`config.mk`:
```
export PLATFORM = sky130hd
export DESIGN_NAME = sf_mul_core
export DESIGN_NICKNAME = d
export VERILOG_FILES = /design/src/rtl/sf_pkg.sv /design/src/rtl/sf_round_pack.sv /design/src/rtl/sf_mul_core.sv
export SDC_FILE = /design/constraint.sdc
export NUM_CORES = 2
export LEC_CHECK = 0
export CORE_MARGIN = 3
export CORE_UTILIZATION = 48
export CTS_CLUSTER_SIZE = 8
export DETAILED_ROUTE_END_ITERATION = 10
export PLACE_DENSITY_LB_ADDON = 0.08
export SYNTH_ARGS = -nofsm -noshare
export SYNTH_HDL_FRONTEND = slang
export SYNTH_SLANG_ARGS = --single-unit
```
`constraint.sdc`:
```
create_clock -name clk -period 9.8 [get_ports clk]
set_input_delay 1.96 -clock clk [delete_from_list [all_inputs] [get_ports clk]]
set_output_delay 1.96 -clock clk [all_outputs]
set_load 0.05 [all_outputs]
```
`src/rtl/sf_pkg.sv`:
```
// rtl/sf_pkg.sv - shared field widths, constants and enums for the single-precision multiplier
package sf_pkg;

    localparam int EXP_W  = 8;
    localparam int FRAC_W = 23;
    localparam int BIAS   = 127;

    localparam logic [31:0] QNAN    = 32'h7FC0_0000;
    localparam logic [31:0] POS_INF = 32'h7F80_0000;

    typedef enum logic [1:0] {
        CLS_ZERO,
        CLS_NORM,
        CLS_INF,
        CLS_NAN
    } op_class_t;

    typedef enum logic [2:0] {
        ST_IDLE,
        ST_UNPACK,
        ST_MULT,
        ST_NORM,
        ST_ROUND
    } state_t;

    // Subnormals (exp=0, frac!=0) deliberately classify as zero: they are flushed.
    function automatic op_class_t classify(input logic [EXP_W-1:0] e, input logic [FRAC_W-1:0] f);
        if (e == '0) begin
            return CLS_ZERO;
        end
        if (e == '1) begin
            return (f == '0) ? CLS_INF : CLS_NAN;
        end
        return CLS_NORM;
    endfunction

endpackage

```
`src/rtl/sf_round_pack.sv`:
```
// rtl/sf_round_pack.sv - round-to-nearest-even, exponent range check and IEEE-754 packing
module sf_round_pack
    import sf_pkg::*;
(
    input  logic               sign_i,
    input  logic signed [9:0]  exp_i,
    input  logic [22:0]        frac_i,
    input  logic               guard_i,
    input  logic               sticky_i,
    output logic [31:0]        word_o,
    output logic               overflow_o,
    output logic               underflow_o
);

    logic              round_up;
    logic [23:0]       sum;
    logic signed [9:0] exp_r;

    assign round_up = guard_i & (sticky_i | frac_i[0]);
    assign sum      = {1'b0, frac_i} + {23'd0, round_up};
    // A carry out leaves sum[22:0] at zero, which is exactly the renormalised fraction.
    assign exp_r    = exp_i + $signed({9'd0, sum[23]});

    always_comb begin
        overflow_o  = (exp_r >= 10'sd255);
        underflow_o = !overflow_o && (exp_r <= 10'sd0);
        word_o      = {sign_i, exp_r[7:0], sum[22:0]};
        if (overflow_o) begin
            word_o = POS_INF | {sign_i, 31'd0};
        end else if (underflow_o) begin
            word_o = {sign_i, 31'd0};
        end
    end

endmodule

```
`src/rtl/sf_mul_core.sv`:
```
// rtl/sf_mul_core.sv - sequential single-precision multiplier behind the operation_nd/operation_rfd/rdy handshake
module sf_mul_core #(
    parameter int SF_WIDTH = 32,
    parameter int LATENCY  = 4
) (
    input  logic                clk,
    input  logic                rst,
    input  logic [SF_WIDTH-1:0] a,
    input  logic [SF_WIDTH-1:0] b,
    input  logic                operation_nd,
    output logic                operation_rfd,
    output logic [SF_WIDTH-1:0] result,
    output logic                rdy,
    output logic                underflow,
    output logic                overflow,
    output logic                invalid_op
);
    import sf_pkg::*;

    if (SF_WIDTH != 32 || LATENCY != 4) begin : g_bad_params
        $error("sf_mul_core supports only SF_WIDTH=32 and LATENCY=4");
    end

    state_t            state_q, state_d;
    logic [31:0]       op_a_q, op_b_q;
    logic              sign_q;
    op_class_t         cls_a_q, cls_b_q, cls_a_d, cls_b_d;
    logic [23:0]       mant_a_q, mant_b_q;
    logic signed [9:0] exp_q, exp_raw;
    logic [22:0]       frac_q;
    logic              guard_q, sticky_q;
    logic [47:0]       prod;
    logic [31:0]       result_q, res_d, rp_word;
    logic              rdy_q, uf_q, of_q, inv_q;
    logic              uf_d, of_d, inv_d, rp_of, rp_uf;
    logic              accept;

    assign operation_rfd = (state_q == ST_IDLE);
    assign accept        = operation_rfd && operation_nd;

    // Normalisation shares the MULT cycle so one transaction spans exactly four cycles.
    always_comb begin
        state_d = state_q;
        case (state_q)
            ST_IDLE:   if (operation_nd) state_d = ST_UNPACK;
            ST_UNPACK: state_d = ST_MULT;
            ST_MULT:   state_d = ST_ROUND;
            default:   state_d = ST_IDLE;
        endcase
    end

    assign cls_a_d = classify(op_a_q[30:23], op_a_q[22:0]);
    assign cls_b_d = classify(op_b_q[30:23], op_b_q[22:0]);
    assign prod    = {24'd0, mant_a_q} * {24'd0, mant_b_q};
    assign exp_raw = $signed({2'b00, op_a_q[30:23]}) + $signed({2'b00, op_b_q[30:23]}) - 10'sd127;

    sf_round_pack u_round_pack (
        .sign_i      (sign_q),
        .exp_i       (exp_q),
        .frac_i      (frac_q),
        .guard_i     (guard_q),
        .sticky_i    (sticky_q),
        .word_o      (rp_word),
        .overflow_o  (rp_of),
        .underflow_o (rp_uf)
    );

    always_comb begin
        res_d = rp_word;
        uf_d  = rp_uf;
        of_d  = rp_of;
        inv_d = 1'b0;
        if (cls_a_q == CLS_NAN || cls_b_q == CLS_NAN ||
            (cls_a_q == CLS_INF && cls_b_q == CLS_ZERO) ||
            (cls_a_q == CLS_ZERO && cls_b_q == CLS_INF)) begin
            res_d = QNAN;
            uf_d  = 1'b0;
            of_d  = 1'b0;
            inv_d = 1'b1;
        end else if (cls_a_q == CLS_INF || cls_b_q == CLS_INF) begin
            res_d = POS_INF | {sign_q, 31'd0};
            uf_d  = 1'b0;
            of_d  = 1'b0;
        end else if (cls_a_q == CLS_ZERO || cls_b_q == CLS_ZERO) begin
            res_d = {sign_q, 31'd0};
            uf_d  = 1'b0;
            of_d  = 1'b0;
        end
    end

    always_ff @(posedge clk) begin
        if (rst) begin
            state_q  <= ST_IDLE;
            op_a_q   <= '0;
            op_b_q   <= '0;
            sign_q   <= 1'b0;
            cls_a_q  <= CLS_ZERO;
            cls_b_q  <= CLS_ZERO;
            mant_a_q <= '0;
            mant_b_q <= '0;
            exp_q    <= '0;
            frac_q   <= '0;
            guard_q  <= 1'b0;
            sticky_q <= 1'b0;
            result_q <= '0;
            rdy_q    <= 1'b0;
            uf_q     <= 1'b0;
            of_q     <= 1'b0;
            inv_q    <= 1'b0;
        end else begin
            state_q <= state_d;
            rdy_q   <= (state_q == ST_ROUND);
            if (accept) begin
                op_a_q <= a;
                op_b_q <= b;
            end
            if (state_q == ST_UNPACK) begin
                sign_q   <= op_a_q[31] ^ op_b_q[31];
                cls_a_q  <= cls_a_d;
                cls_b_q  <= cls_b_d;
                mant_a_q <= (cls_a_d == CLS_NORM) ? {1'b1, op_a_q[22:0]} : 24'd0;
                mant_b_q <= (cls_b_d == CLS_NORM) ? {1'b1, op_b_q[22:0]} : 24'd0;
            end
            if (state_q == ST_MULT) begin
                if (prod[47]) begin
                    exp_q    <= exp_raw + 10'sd1;
                    frac_q   <= prod[46:24];
                    guard_q  <= prod[23];
                    sticky_q <= |prod[22:0];
                end else begin
                    exp_q    <= exp_raw;
                    frac_q   <= prod[45:23];
                    guard_q  <= prod[22];
                    sticky_q <= |prod[21:0];
                end
            end
            if (state_q == ST_ROUND) begin
                result_q <= res_d;
                uf_q     <= uf_d;
                of_q     <= of_d;
                inv_q    <= inv_d;
            end
        end
    end

    assign result     = result_q;
    assign rdy        = rdy_q;
    assign underflow  = uf_q;
    assign overflow   = of_q;
    assign invalid_op = inv_q;

endmodule

```
# == Word-level counts from Yosys, hierarchy flattened ==
# Index checks and enable logic that the tools add are counted.
# totals
register_bits,191
latch_bits,0
mem_bits_rw,0
romBits,0
input_bits,67
wordCells,95
n_memories,0
# op_classes
addsub,5
n_mul,1
div,0
order_cmp,2
n_eq_ne,12
n_shift,0
mux,36
bitwise_logic,3
n_reduce_logical,19
# ops
op,count
$mux W31,4
$mul A24 B24 Y48,1
$mux W24,2
$logic_not A23 Y1,2
$mux W32,1
$add A23 B1 Y24,1
$mux W23,1
$reduce_or A23 Y1,1
$reduce_or A22 Y1,1
$mux W1,17
$eq A8 B8 Y1 const B,2
$logic_not A8 Y1,2
$mux W2,8
$add A10 B2 Y10,1
$add A10 B2 Y10 const B,1
$ge A10 B9 Y1 const B,1
$le A10 B1 Y1 const B,1
$mux W10,1
$sub A9 B7 Y10 const B,1
$add A8 B8 Y9,1
$pmux W3 S3,1
$eq A2 B2 Y1 const B,4
$logic_or A1 B1 Y1,5
$eq A2 B1 Y1 const B,2
12 further kinds,16

# == Longest topological paths before layout ==
# depth
depth_word,12
mapped_depth,30
depth_no_buf,25

# == Cells and area by module ==
# A second synthesis with hierarchy kept.
# unflattened
hier_cells,3310
area_unflattened_um2,27821.7
# by_module_without_submodules
module,instances,cells_each,area_per_inst_um2,seq_area_each_um2
sf_mul_core,1,3139,26749.4,3823.7
sf_round_pack,1,171,1072.3,0.0

# == Worst setup path before layout ==
# No wires, ideal clock.
# synth_path
path_type,register -> register
from,register mant_b_q[3]
to,register frac_q[22]
t_arrival_ps,7204
path_slack_ps,2477
stages_incl_launch_ff,31
period_less_slack_ps,7323
cell_sequence,dfxtp_1 -> clkbuf_1 -> clkbuf_1 -> nand2_1 -> fa_1 -> inv_1 -> fa_1 -> inv_1 -> fa_1 -> inv_1 -> fa_1 -> inv_1 -> fa_1 -> inv_1 -> fa_1 -> inv_1 -> fa_1 -> inv_1 -> ha_1 -> and3_2 -> o2111a_1 -> o31ai_2 -> a211o_1 -> a2111oi_4 -> or3_1 -> buf_4 -> and2_4 -> buf_6 -> buf_12 -> nor2_1 -> a211o_1
# synth_via
elab_chain_len,2
# synth_lines
item,line,rtl
from (decl),sf_mul_core.sv:28,"logic [23:0] mant_a_q, mant_b_q;"
from (signal assigned),sf_mul_core.sv:122,"mant_b_q <= (cls_b_d == CLS_NORM) ? {1'b1, op_b_q[22:0]} : 24'd0;"
$mul A24 B24 Y48,sf_mul_core.sv:54,"assign prod = {24'd0, mant_a_q} * {24'd0, mant_b_q};"
$mux W23,sf_mul_core.sv:125,if (prod[47]) begin
to (signal assigned),sf_mul_core.sv:127,frac_q <= prod[46:24];
to (signal assigned),sf_mul_core.sv:132,frac_q <= prod[45:23];
to (decl),sf_mul_core.sv:30,logic [22:0] frac_q;
# Every way passes these cells.
# A chain may end at the register's enable or synchronous reset.

# == Final worst setup path ==
# layout_path
from,register mant_b_q[6]
to,register frac_q[5]
# The elaborated chain is that of the path after synthesis.

==> impl_metrics.tcl <==
set metrics [dict create \
    outcome "completed" \
    rsz0062_at_grt "false" \
    leakagePower_uw 0.0140 \
    max_slew_margin 0.192 \
    cts_sinks 191 \
    num_rows 87 \
    synth_cell_type_count 73 \
    grt_max_degree 96 \
    fin_setup_tns_ns 0 \
    antenna_cells 0 \
    ys.flop_type "dfxtp_1" \
    die_area_sq_um 60700 \
    synth_edf_count 0 \
    async_flop_share 0 \
    coreArea_sq_um 56700 \
    grt.met1_usage 0.373 \
    yosys_warnings 0 \
    synth-seq-cells 191 \
    end_kind "register" \
    place_hpwl_mm 66.0 \
    synthTopCellsByCount "inv_1 (589), nand2_1 (488), fa_1 (483)" \
    cts-buffers-inserted 17 \
    drt-initial-drc-count 1465 \
    use_met2 0.491 \
    clk_pin_slew_ns 0.09 \
    worstHoldPathType "reg2reg" \
    hold_buffers 0 \
    cap_violations 0 \
    place_congestion 0.902 \
    cts_resized 0 \
    syn_area_sq_um 27700 \
    use_met3 0.0355 \
    post-synth-top-count-cell "inv_1" \
    crit-reg2reg-launch "mant_b_q[6]$_SDFFE_PP0N_" \
    antenna_found_initial 1 \
    dpl_cell_area_sq_um 29400 \
    layout-drive-gt1-share 0.0371 \
    antenna_left 0 \
    crit_path_start_kind "register" \
    avgSynthCellArea_sq_um 8.50 \
    yosysTopAreaCell "fa_1" \
    netlist.area_leader.share 0.349 \
    synth_cells 3260 \
    synth.area.top_cells "fa_1 (35%), dfxtp_1 (14%), ha_1 (8.8%)" \
    root_buffer "clkbuf_16" \
    clock_latency_ns 0.48 \
    slew_viol_final 0 \
    cp.required_ns 10.15 \
    seq_area_frac_synth 0.138 \
    clock_path_buffers 2 \
    num_io_pins 104 \
    worstPathArrival_ns 8.75 \
    reg2reg_depth 24 \
    rrSetupSlack_ns 1.40 \
    peakVddDrop_v 0.000128 \
    fmax_mhz 119 \
    setup_viol 0 \
    synthesis.nets 4004 \
    drc 0 \
    period_needed_ns 8.40 \
    cts-htree-levels 4 \
    fin_nets 3995 \
    vias_per_cell 5.48 \
    port_buffers 103 \
    grt-ovfl-total 0 \
    hold_violations 0 \
    area_growth_pct 8.16 \
    crit_type "reg2reg" \
    r2r_end "frac_q[5]$_SDFFE_PP0P_" \
    post_cts_buffers 0 \
    finalCritPeriodShare 0.857 \
    p_per_area_nw_per_um2 61.2 \
    routed_wl_mm 81.9 \
    clock_skew_ns 0.0184 \
    finalInstanceArea_sq_um 30000 \
    firstDrtPassIters 5 \
    cp_max_fo 25 \
    grt_pass1_wl_mm 133 \
    top_usage_layer "met2" \
    tightest_slew_ns 1.21 \
    grt_pass1_vias 23800 \
    vias 22000 \
    die_x_um 246 \
    initial_core_util 0.489 \
    wire_per_inst_um 20.4 \
    grt_use_total 0.284 \
    crit_path_end "frac_q[5]$_SDFFE_PP0P_" \
    cts_tree "done" \
    startpoint "mant_b_q[6]$_SDFFE_PP0N_" \
    die_h_um 246 \
]
-- how the worst min path moves through the flow --
stage                            start                       to  slack, ns  depth (start not counted)
2_1_floorplan  op_a_q[14]$_SDFFE_PP0P_  op_a_q[14]$_SDFFE_PP0P_       0.45                          2
3_3_place_gp   op_b_q[31]$_SDFFE_PP0P_  op_b_q[31]$_SDFFE_PP0P_       0.46                          2
3_5_place_dp   op_b_q[31]$_SDFFE_PP0P_  op_b_q[31]$_SDFFE_PP0P_       0.46                          2
4_1_cts        op_b_q[31]$_SDFFE_PP0P_  op_b_q[31]$_SDFFE_PP0P_       0.47                          2
5_1_grt        op_a_q[15]$_SDFFE_PP0P_  op_a_q[15]$_SDFFE_PP0P_       0.49                          2
6_report       op_b_q[31]$_SDFFE_PP0P_  op_b_q[31]$_SDFFE_PP0P_       0.47                          2
-- flip-flops by register name, summed over array words and instances, names as in the netlist --
signal      count
underflow       1
result         32
frac_q         23
mant_b_q       24
op_b_q         32
state_q         3
sign_q          1
invalid_op      1
cls_b_q         2
overflow        1
sticky_q        1
op_a_q         32
guard_q         1
rdy             1
exp_q          10
cls_a_q         2
mant_a_q       24
-- metal layers --
layer,vias to the layer above,part of all wire
met3,141,0.059
met4,2,0.032
li1,10100,-
met2,669,0.49
met1,11100,0.42
met5,-,0.00013
-- layout make-up --
class,instances,area (sq um)
clock buffers,18,439
fillers,5428,26700
clock inverters,14,164
multi-input cells,2294,21000
repair buffers,158,1450
flip-flops and latches,191,3820
inverters,589,2210
well taps,756,946
-- critical path: stages (launching register included) --
cell	delay [ns]
dfxtp_1	0.99
and2_1	0.27
fa_1	0.43
fa_1	0.52
inv_1	0.06
fa_1	0.48
inv_1	0.05
fa_1	0.50
inv_1	0.06
fa_1	0.57
inv_1	0.06
fa_1	0.48
inv_1	0.05
fa_1	0.48
inv_1	0.04
ha_1	0.40
and3_2	0.26
o2111a_1	0.19
o31ai_2	0.07
a211o_1	0.37
a2111oi_4	0.56
o21ai_2	0.22
nand2_1	0.58
nor2_1	0.12
a2111oi_1	0.40
-- layout by cell type, fill, tap and decap left out, types with 7 or more instances in the layout --
cell type and instances:
inv_1 589, nand2_1 486, fa_1 483, and2_1 296, ha_1 194, dfxtp_1 191, nor2_1 178, a21oi_1 138
clkdlybuf4s50_1 102, a22oi_1 73, xnor2_1 56, buf_4 55, o21ai_0 53, nor3_1 37, nand3_1 30, nand4_1 24
xor2_1 22, nor4_1 18, clkbuf_16 17, and3_1 16, a21o_1 16, o21bai_1 13, o21a_1 10, a211oi_1 10
nor2b_1 9, nor3b_1 8, a211o_1 7, nand2b_1 7, a2111oi_2 7, a31oi_1 7, nand3b_1 7, a221oi_1 7
-- cells by family after synthesis --
logic type | after synthesis | share of synthesized area
fa+ha+maj | 677 | 0.436
mux | 5 | 0.00181
xor+xnor | 78 | 0.0246
flops | 191 | 0.138
compound gates | 394 | 0.0965
buf+inv | 775 | 0.107
simple gates | 1140 | 0.196
-- power breakdown --
group / internal (uW) / total, uW / switching (uW)
logic: 89.4 / 242 / 152
registers: 805 / 854 / 49.3
clock network: 373 / 740 / 367
-- per-stage QoR --
stage               worst slack (ns)  total power (uW)  cells  hold slack [ns]  utilization
floorplan                       2.48               995   3260            0.449            -
global placement                1.62              1110   3988            0.455        0.518
detailed placement              1.49              1110   3988            0.463        0.518
CTS                             1.44              1850   4020            0.474        0.529
global route                   0.851              1910   4020            0.494        0.529
finish                          1.40              1840   4020            0.472        0.529
No activity file was read; power rests on OpenSTA's default activity.
